[src/rtl/ysyx_22040759_pkg.sv]
// Shared definitions for the ysyx_22040759 core sequencer: state encoding,
// halt cause codes and the fixed instruction words the sequencer inspects.
package ysyx_22040759_pkg;

  localparam logic [31:0] DEFAULT_RESET_PC = 32'h8000_0000;
  localparam logic [31:0] INST_EBREAK      = 32'h0010_0073;
  localparam logic [31:0] INST_NOP         = 32'h0000_0013;

  typedef enum logic [2:0] {
    ST_FETCH  = 3'd0,
    ST_WAIT   = 3'd1,
    ST_EXEC   = 3'd2,
    ST_COMMIT = 3'd3,
    ST_HALT   = 3'd4
  } seq_state_t;

  typedef enum logic [1:0] {
    CAUSE_NONE    = 2'b00,
    CAUSE_EBREAK  = 2'b01,
    CAUSE_ILLEGAL = 2'b10
  } halt_cause_t;

endpackage

[src/rtl/ysyx_22040759_perf_cnt.sv]
// Cycle and retired-instruction counters for the core sequencer.
// Present only when YSYX_22040759_PERF_CNT_EN is defined; both counters
// are 64 bits wide and wrap naturally.
`ifdef YSYX_22040759_PERF_CNT_EN
module ysyx_22040759_perf_cnt (
  input  logic        clk,
  input  logic        rst_n,
  input  logic        cycle_en,
  input  logic        instret_en,
  output logic [63:0] cycle_o,
  output logic [63:0] instret_o
);

  // Count running cycles and committed instructions.
  always_ff @(posedge clk or negedge rst_n) begin
    if (!rst_n) begin
      cycle_o   <= 64'd0;
      instret_o <= 64'd0;
    end else begin
      if (cycle_en)   cycle_o   <= cycle_o + 64'd1;
      if (instret_en) instret_o <= instret_o + 64'd1;
    end
  end

endmodule
`endif

[src/rtl/ysyx_22040759_core_seq.sv]
// Multi-cycle sequencer for the ysyx_22040759 RV32 core.
// Owns the PC, runs the fetch handshake, holds the fetched instruction for
// the decoder and allows exactly one register-file write / PC update per
// instruction. Halts on ebreak or an instruction the decoder rejects.
// Optional: define YSYX_22040759_PERF_CNT_EN to add perf_cycle_o and
// perf_instret_o counters.
module ysyx_22040759_core_seq
  import ysyx_22040759_pkg::*;
#(
  parameter int              XLEN     = 32,
  parameter logic [XLEN-1:0] RESET_PC = XLEN'(DEFAULT_RESET_PC)
) (
  input  logic            clk,
  input  logic            rst_n,
  output logic            if_req_valid,
  input  logic            if_req_ready,
  output logic [XLEN-1:0] if_addr,
  input  logic            if_resp_valid,
  input  logic [31:0]     if_rdata,
  output logic [31:0]     inst_o,
  output logic [XLEN-1:0] pc_o,
  input  logic            dec_reg_wen,
  input  logic            dec_pc_sel,
  input  logic            dec_illegal,
  input  logic [XLEN-1:0] alu_result,
  output logic            rf_wen_o,
  output logic            halt_o,
  output logic [1:0]      halt_cause_o
`ifdef YSYX_22040759_PERF_CNT_EN
  ,
  output logic [63:0]     perf_cycle_o,
  output logic [63:0]     perf_instret_o
`endif
);

  seq_state_t state;
  logic       outstanding;

  // Jump targets are always halfword aligned; bit 0 of the ALU result is dropped.
  logic unused_alu_lsb;
  assign unused_alu_lsb = alu_result[0];

  assign if_addr = pc_o;

  // Main sequencer: state, PC, instruction latch and all registered outputs.
  always_ff @(posedge clk or negedge rst_n) begin
    if (!rst_n) begin
      // NOTE: every register here, including the instruction latch, has a
      // defined reset value so the decoder sees a nop, never X, after reset.
      state        <= ST_FETCH;
      pc_o         <= RESET_PC;
      inst_o       <= INST_NOP;
      if_req_valid <= 1'b0;
      rf_wen_o     <= 1'b0;
      halt_o       <= 1'b0;
      halt_cause_o <= CAUSE_NONE;
      outstanding  <= 1'b0;
    end else begin
      // NOTE: non-blocking assignments throughout; the write strobe defaults
      // low and is raised only on entry to COMMIT, so it lasts one cycle.
      rf_wen_o <= 1'b0;
      unique case (state)
        ST_FETCH: begin
          if (!if_req_valid) begin
            // Only reached in the first cycle after reset.
            if_req_valid <= 1'b1;
          end else if (if_req_ready) begin
            if_req_valid <= 1'b0;
            outstanding  <= 1'b1;
            state        <= ST_WAIT;
          end
        end
        ST_WAIT: begin
          if (if_resp_valid && outstanding) begin
            inst_o      <= if_rdata;
            outstanding <= 1'b0;
            state       <= ST_EXEC;
          end
        end
        ST_EXEC: begin
          if (inst_o == INST_EBREAK) begin
            state        <= ST_HALT;
            halt_o       <= 1'b1;
            halt_cause_o <= CAUSE_EBREAK;
          end else if (dec_illegal) begin
            state        <= ST_HALT;
            halt_o       <= 1'b1;
            halt_cause_o <= CAUSE_ILLEGAL;
          end else begin
            state    <= ST_COMMIT;
            rf_wen_o <= dec_reg_wen;
          end
        end
        ST_COMMIT: begin
          pc_o         <= dec_pc_sel ? {alu_result[XLEN-1:1], 1'b0}
                                     : pc_o + XLEN'(4);
          if_req_valid <= 1'b1;
          state        <= ST_FETCH;
        end
        ST_HALT: begin
          // Terminal until reset.
        end
        default: begin
          state <= ST_HALT;
        end
      endcase
    end
  end

`ifdef YSYX_22040759_PERF_CNT_EN
  ysyx_22040759_perf_cnt u_perf_cnt (
    .clk        (clk),
    .rst_n      (rst_n),
    .cycle_en   (state != ST_HALT),
    .instret_en (state == ST_COMMIT),
    .cycle_o    (perf_cycle_o),
    .instret_o  (perf_instret_o)
  );
`else
  // No performance counters in this build.
`endif

endmodule

[config.mk]
export PLATFORM = sky130hd
export DESIGN_NAME = ysyx_22040759_core_seq
export DESIGN_NICKNAME = d
export VERILOG_FILES = /design/src/rtl/ysyx_22040759_pkg.sv /design/src/rtl/ysyx_22040759_perf_cnt.sv /design/src/rtl/ysyx_22040759_core_seq.sv
export SDC_FILE = /design/constraint.sdc
export NUM_CORES = 1
export LEC_CHECK = 0
export ABC_AREA = 0
export BUFFER_PORTS_ARGS = -buffer_cell sky130_fd_sc_hd__buf_2
export CAP_MARGIN = 20
export CORE_MARGIN = 5
export CORE_UTILIZATION = 25
export DETAILED_ROUTE_END_ITERATION = 10
export HOLD_SLACK_MARGIN = 0.03
export PLACE_DENSITY = 0.54
export RECOVER_POWER = 25
export SYNTH_ARGS = -nofsm -noshare
export SYNTH_HDL_FRONTEND = slang
export SYNTH_SLANG_ARGS = --single-unit
[constraint.sdc]
create_clock -name clk -period 1.7 [get_ports clk]
set_input_delay 0.085 -clock clk [delete_from_list [all_inputs] [get_ports clk]]
set_output_delay 0.085 -clock clk [all_outputs]
set_load 0.03 [all_outputs]
==> results.env <==
DIE_H_UM=136
TIGHTESTPINTRANSITION_NS=0.959
CHIPWIDTH_UM=136
FMAX_MHz=607
FINAL_ANTENNA_NET_COUNT=0
SYNTH_CELLS=399
TOTAL_POWER_mW=10.5
DPL_CELL_AREA_MM2=0.00515
LAYOUT.FILLER_CELLS=1562
CORE_AREA_MM2=0.0157
FIRSTDRTPASSITERS=4
SWSHARE=0.476
RUN_STATUS='complete, no violations'
FIN_AREA_MM2=0.00598
DRT-VIAS-PER-INSTANCE=4.73
INSERTEDDIODECOUNT=0
CRITICAL-PATH-TOP-DELAY-FAMILY='simple AND/OR/NAND/NOR gates'
ANTENNA_FOUND_INITIAL=0
SETUP_VIOL_COUNT_FINAL=0
VIAS_IN_THE_FIRST_GLOBAL_ROUTE=4067
CTS-HTREE-LEVELS=3
PLACE_CONGESTION=0.848
DRIVE_ABOVE_1_SHARE=0.523
SYNTH.TOP_CELL.AREA_SHARE=0.431
CRIT_PATH_TOP_DELAY_CELL='sky130_fd_sc_hd__dfrtp_2'
POWER.SHARE.CLOCK=0.168
P_INT_mW=5.49
CP-START-KIND='register'
POST_SYNTH_MAIN_AREA_CONTRIBUTORS='sky130_fd_sc_hd__dfrtp_1 43%, sky130_fd_sc_hd__mux2_2 9.4%, sky130_fd_sc_hd__buf_4 6.6%, sky130_fd_sc_hd__a21oi_1 3.7%, sky130_fd_sc_hd__o21ai_0 3.7%'
GRT_START_MAX_NET_PINS=48
PERIOD_NEEDED_NS=1.65
LAYOUT-AREA-OVERHEAD-VS-SYNTH_PCT=51.3
ROUTED_WIRE_LENGTH_UM=13000
SYNTH_CELL_TYPES=57
ROUTE.DETAILED.WL_PER_INST_UM=15.7
TOTAL_CONGESTION_OVERFLOW=0
NETLIST_TOP_CELLS_COUNT='68 x sky130_fd_sc_hd__dfrtp_1, 35 x sky130_fd_sc_hd__buf_4, 33 x sky130_fd_sc_hd__mux2_2, 29 x sky130_fd_sc_hd__a21oi_1, 29 x sky130_fd_sc_hd__o21ai_0'
YS_ASYNC_SR_FRACTION=1.00
PATH_BUF_INV=1
POSTSYNTH.TOPFLOPCELL='sky130_fd_sc_hd__dfrtp_1'
SYNTHDOMINANTAREACELLTYPE='sky130_fd_sc_hd__dfrtp_1'
CORE.ROWCOUNT=46
DRTITER0DRC=201
GROUTE.USAGE.OVERALL=0.142
COMBINATIONALPOWERSHARE=0.520
START_UTIL=0.251
PORTBUFFERS=168
DRC=0
SYNTH_ENABLE_FLOP_CELLS=0
DRV.MAX_CAP_VIOLATION_COUNT=0
TYPE_OF_THE_MOST_CRITICAL_HOLD_PATH='in -> reg'
POWERDENSITY_mW_PER_MM2=1750
HPWLAFTERDP_UM=9330
STATIC-LEAKAGE-POWER_nW=2.66
CTS_ROOT_BUFFER_TYPE='sky130_fd_sc_hd__clkbuf_16'
SHARE_OF_THE_CORE_FILLED_WITH_CELLS=0.381
CP_CELL_SEQUENCE='nand4_1 > nor4_4 > buf_6 > and3_4 > nand3_2 > nor3b_2'
INSERTION_DELAY_NS=0.34
P_SEQ_FRAC=0.312
CPPEAKSTAGEDELAY_NS=0.40
TRITONCTS='yes'
SYN_AREA_PER_CELL_UM2=9.90
RSZ0062_AT_GRT='yes'
SYNTH_AREA_MM2=0.00395
SYNTHMOSTINSTANTIATEDCELL='sky130_fd_sc_hd__dfrtp_1'
CP_DATA_ARRIVAL_TIME_NS=1.87
CRITICAL_PATH.MAX_FANOUT=5
WORST_SETUP_HOLD_PATH_CLK_SLEW_NS=0.06
CLOCK_SKEW_NS=0.00584
REPORT.FINAL.HOLD_VIOL_COUNT=0
P_SW_mW=4.99
SYNTH.YOSYS.WARNINGS=0
CRIT_PATH_END_KIND='register'
MAXSLEWHEADROOM=0.361
NUMBER_OF_MAX_SLEW_VIOLATIONS_IN_THE_FINAL_REPORT=0
CTS.PATH.MAX_BUFFERS=2
DESIGN.DIE.AREA_MM2=0.0184
SETUP.WORST_PATH.CLASS='reg -> reg'
NNETSFINAL=682
IOPINCOUNT=172
PERIOD_SHARE=0.970
CTS_MADE_BUFFERS=9
CRIT_REQUIRED_NS=1.92
WIRE_LENGTH_OF_THE_FIRST_GLOBAL_ROUTING_PASS_UM=20700
CTS.SINKS=72
VIAS=3925
YS_FF_LATCH=72
SEQ_AREA_FRAC_SYNTH=0.457
VDD_DROP_MAX_mV=1.16
[layout make-up]
cell class / count / area, um2 / area share
clock inverter: 6 / 46.3 / 0.00774
clock buffer: 9 / 225 / 0.0377
tap: 216 / 270 / 0.0452
multi-input combinational: 266 / 1920 / 0.321
sequential: 72 / 1830 / 0.306
timing repair buffer: 256 / 1670 / 0.279
inverter: 5 / 18.8 / 0.00314
[routing by layer]
layer	up-vias	track usage	wire length, um
li1	1854	-	-
met1	1860	0.175	5470
met2	195	0.230	6080
met3	16	0.0472	1230
met4	0	0.0532	235
met5	-	0	0
[state kept, by name (all words and copies together), names as in the netlist]
signal and flops:
inst_o 32, halt_o 1, outstanding 1, if_req_valid 1, rf_wen_o 1, halt_cause_o 2, state 3, if_addr 31
[layout by cell type (no fill, tap or decap), types with 3 or more instances in the layout]
master,n
sky130_fd_sc_hd__nor3_1,6
sky130_fd_sc_hd__dfrtp_1,48
sky130_fd_sc_hd__and3_1,3
sky130_fd_sc_hd__nor3b_2,3
sky130_fd_sc_hd__dfrtp_2,20
sky130_fd_sc_hd__nand2_1,25
sky130_fd_sc_hd__and3_4,4
sky130_fd_sc_hd__nand3_1,16
sky130_fd_sc_hd__and4_1,4
sky130_fd_sc_hd__buf_4,36
sky130_fd_sc_hd__nand2b_1,3
sky130_fd_sc_hd__clkinvlp_4,5
sky130_fd_sc_hd__nor2_2,3
sky130_fd_sc_hd__a31oi_1,6
sky130_fd_sc_hd__nor4_1,4
sky130_fd_sc_hd__nor4_2,4
sky130_fd_sc_hd__a22oi_1,5
sky130_fd_sc_hd__mux2_2,33
sky130_fd_sc_hd__inv_1,5
sky130_fd_sc_hd__mux2i_1,5
sky130_fd_sc_hd__nor2b_1,3
sky130_fd_sc_hd__clkbuf_16,9
sky130_fd_sc_hd__o21ai_0,29
sky130_fd_sc_hd__or3_1,4
sky130_fd_sc_hd__buf_6,4
sky130_fd_sc_hd__o22ai_1,3
sky130_fd_sc_hd__buf_2,168
sky130_fd_sc_hd__dlygate4sd3_1,42
sky130_fd_sc_hd__nand4_1,7
sky130_fd_sc_hd__nor2_1,23
sky130_fd_sc_hd__a21oi_1,29
sky130_fd_sc_hd__buf_12,4
sky130_fd_sc_hd__dfstp_2,4
[what timing repair did]
action	in CTS	in global routing
hold buffers	42	0
gates cloned	0	1
resized for setup	2	23
endpoints found under the hold margin	70	0
pin swaps	0	3
buffers inserted	0	3
setup endpoints to repair	2	51
[logic make-up (layout without fill, tap and decap cells)]
kind of cell,after synthesis,after routing,synth area share
multiplexers,38,38,0.107
other,1,2,0.000949
buffers and inverters,62,276,0.0950
adder cells (fa/ha/maj),1,1,0.00317
flip-flops,72,72,0.457
AO/OA/AOI/OAI,94,94,0.146
AND/OR/NAND/NOR,131,131,0.191
[metrics by stage]
stage	TNS, ns	hold WS [ns]	worst slack [ns]	instances
final	0	0.0487	0.0516	830
after global routing	-0.155	0.0579	-0.0529	830
after CTS	0	0.0320	0.0111	826
after global placement	0	0.0815	0.0328	769
after floorplan	-0.0260	-0.211	-0.0159	400
after detailed placement	-0.00216	0.0820	-0.00216	769
[final timing paths]
kind / slack (ns) / end / startpoint / cells past startpoint
max in group asynchronous: 0.35 / state[0]$_DFFE_PN0P_ / rst_n / 3
hold / removal: 0.05 / if_addr[2]$_DFFE_PN0P_ / alu_result[2] / 3
hold reg to reg: 0.46 / halt_o$_DFFE_PN0P_ / halt_o$_DFFE_PN0P_ / 1
min in group asynchronous: 0.45 / if_addr[1]$_DFFE_PN0P_ / rst_n / 2
setup reg to reg: 0.05 / if_addr[30]$_DFFE_PN0P_ / if_addr[15]$_DFFE_PN0P_ / 6
setup / recovery: 0.05 / if_addr[30]$_DFFE_PN0P_ / if_addr[15]$_DFFE_PN0P_ / 6
[power groups by stage]
stage / clock [mW] / sequential [mW] / combinational, mW
after floorplan: 0 / 4.64 / 2.31
after global placement: 0 / 3.21 / 5.24
after detailed placement: 0 / 3.25 / 5.30
after CTS: 1.83 / 3.23 / 5.40
after global routing: 1.88 / 3.39 / 5.82
final: 1.76 / 3.26 / 5.45
[worst register-to-register path, cell delays in order, from the launching register on]
cell,delay (ns)
sky130_fd_sc_hd__dfrtp_2,0.40
sky130_fd_sc_hd__nand4_1,0.17
sky130_fd_sc_hd__nor4_4,0.39
sky130_fd_sc_hd__buf_6,0.18
sky130_fd_sc_hd__and3_4,0.19
sky130_fd_sc_hd__nand3_2,0.05
sky130_fd_sc_hd__nor3b_2,0.15
Note: power is estimated with default switching activity, not from simulation.
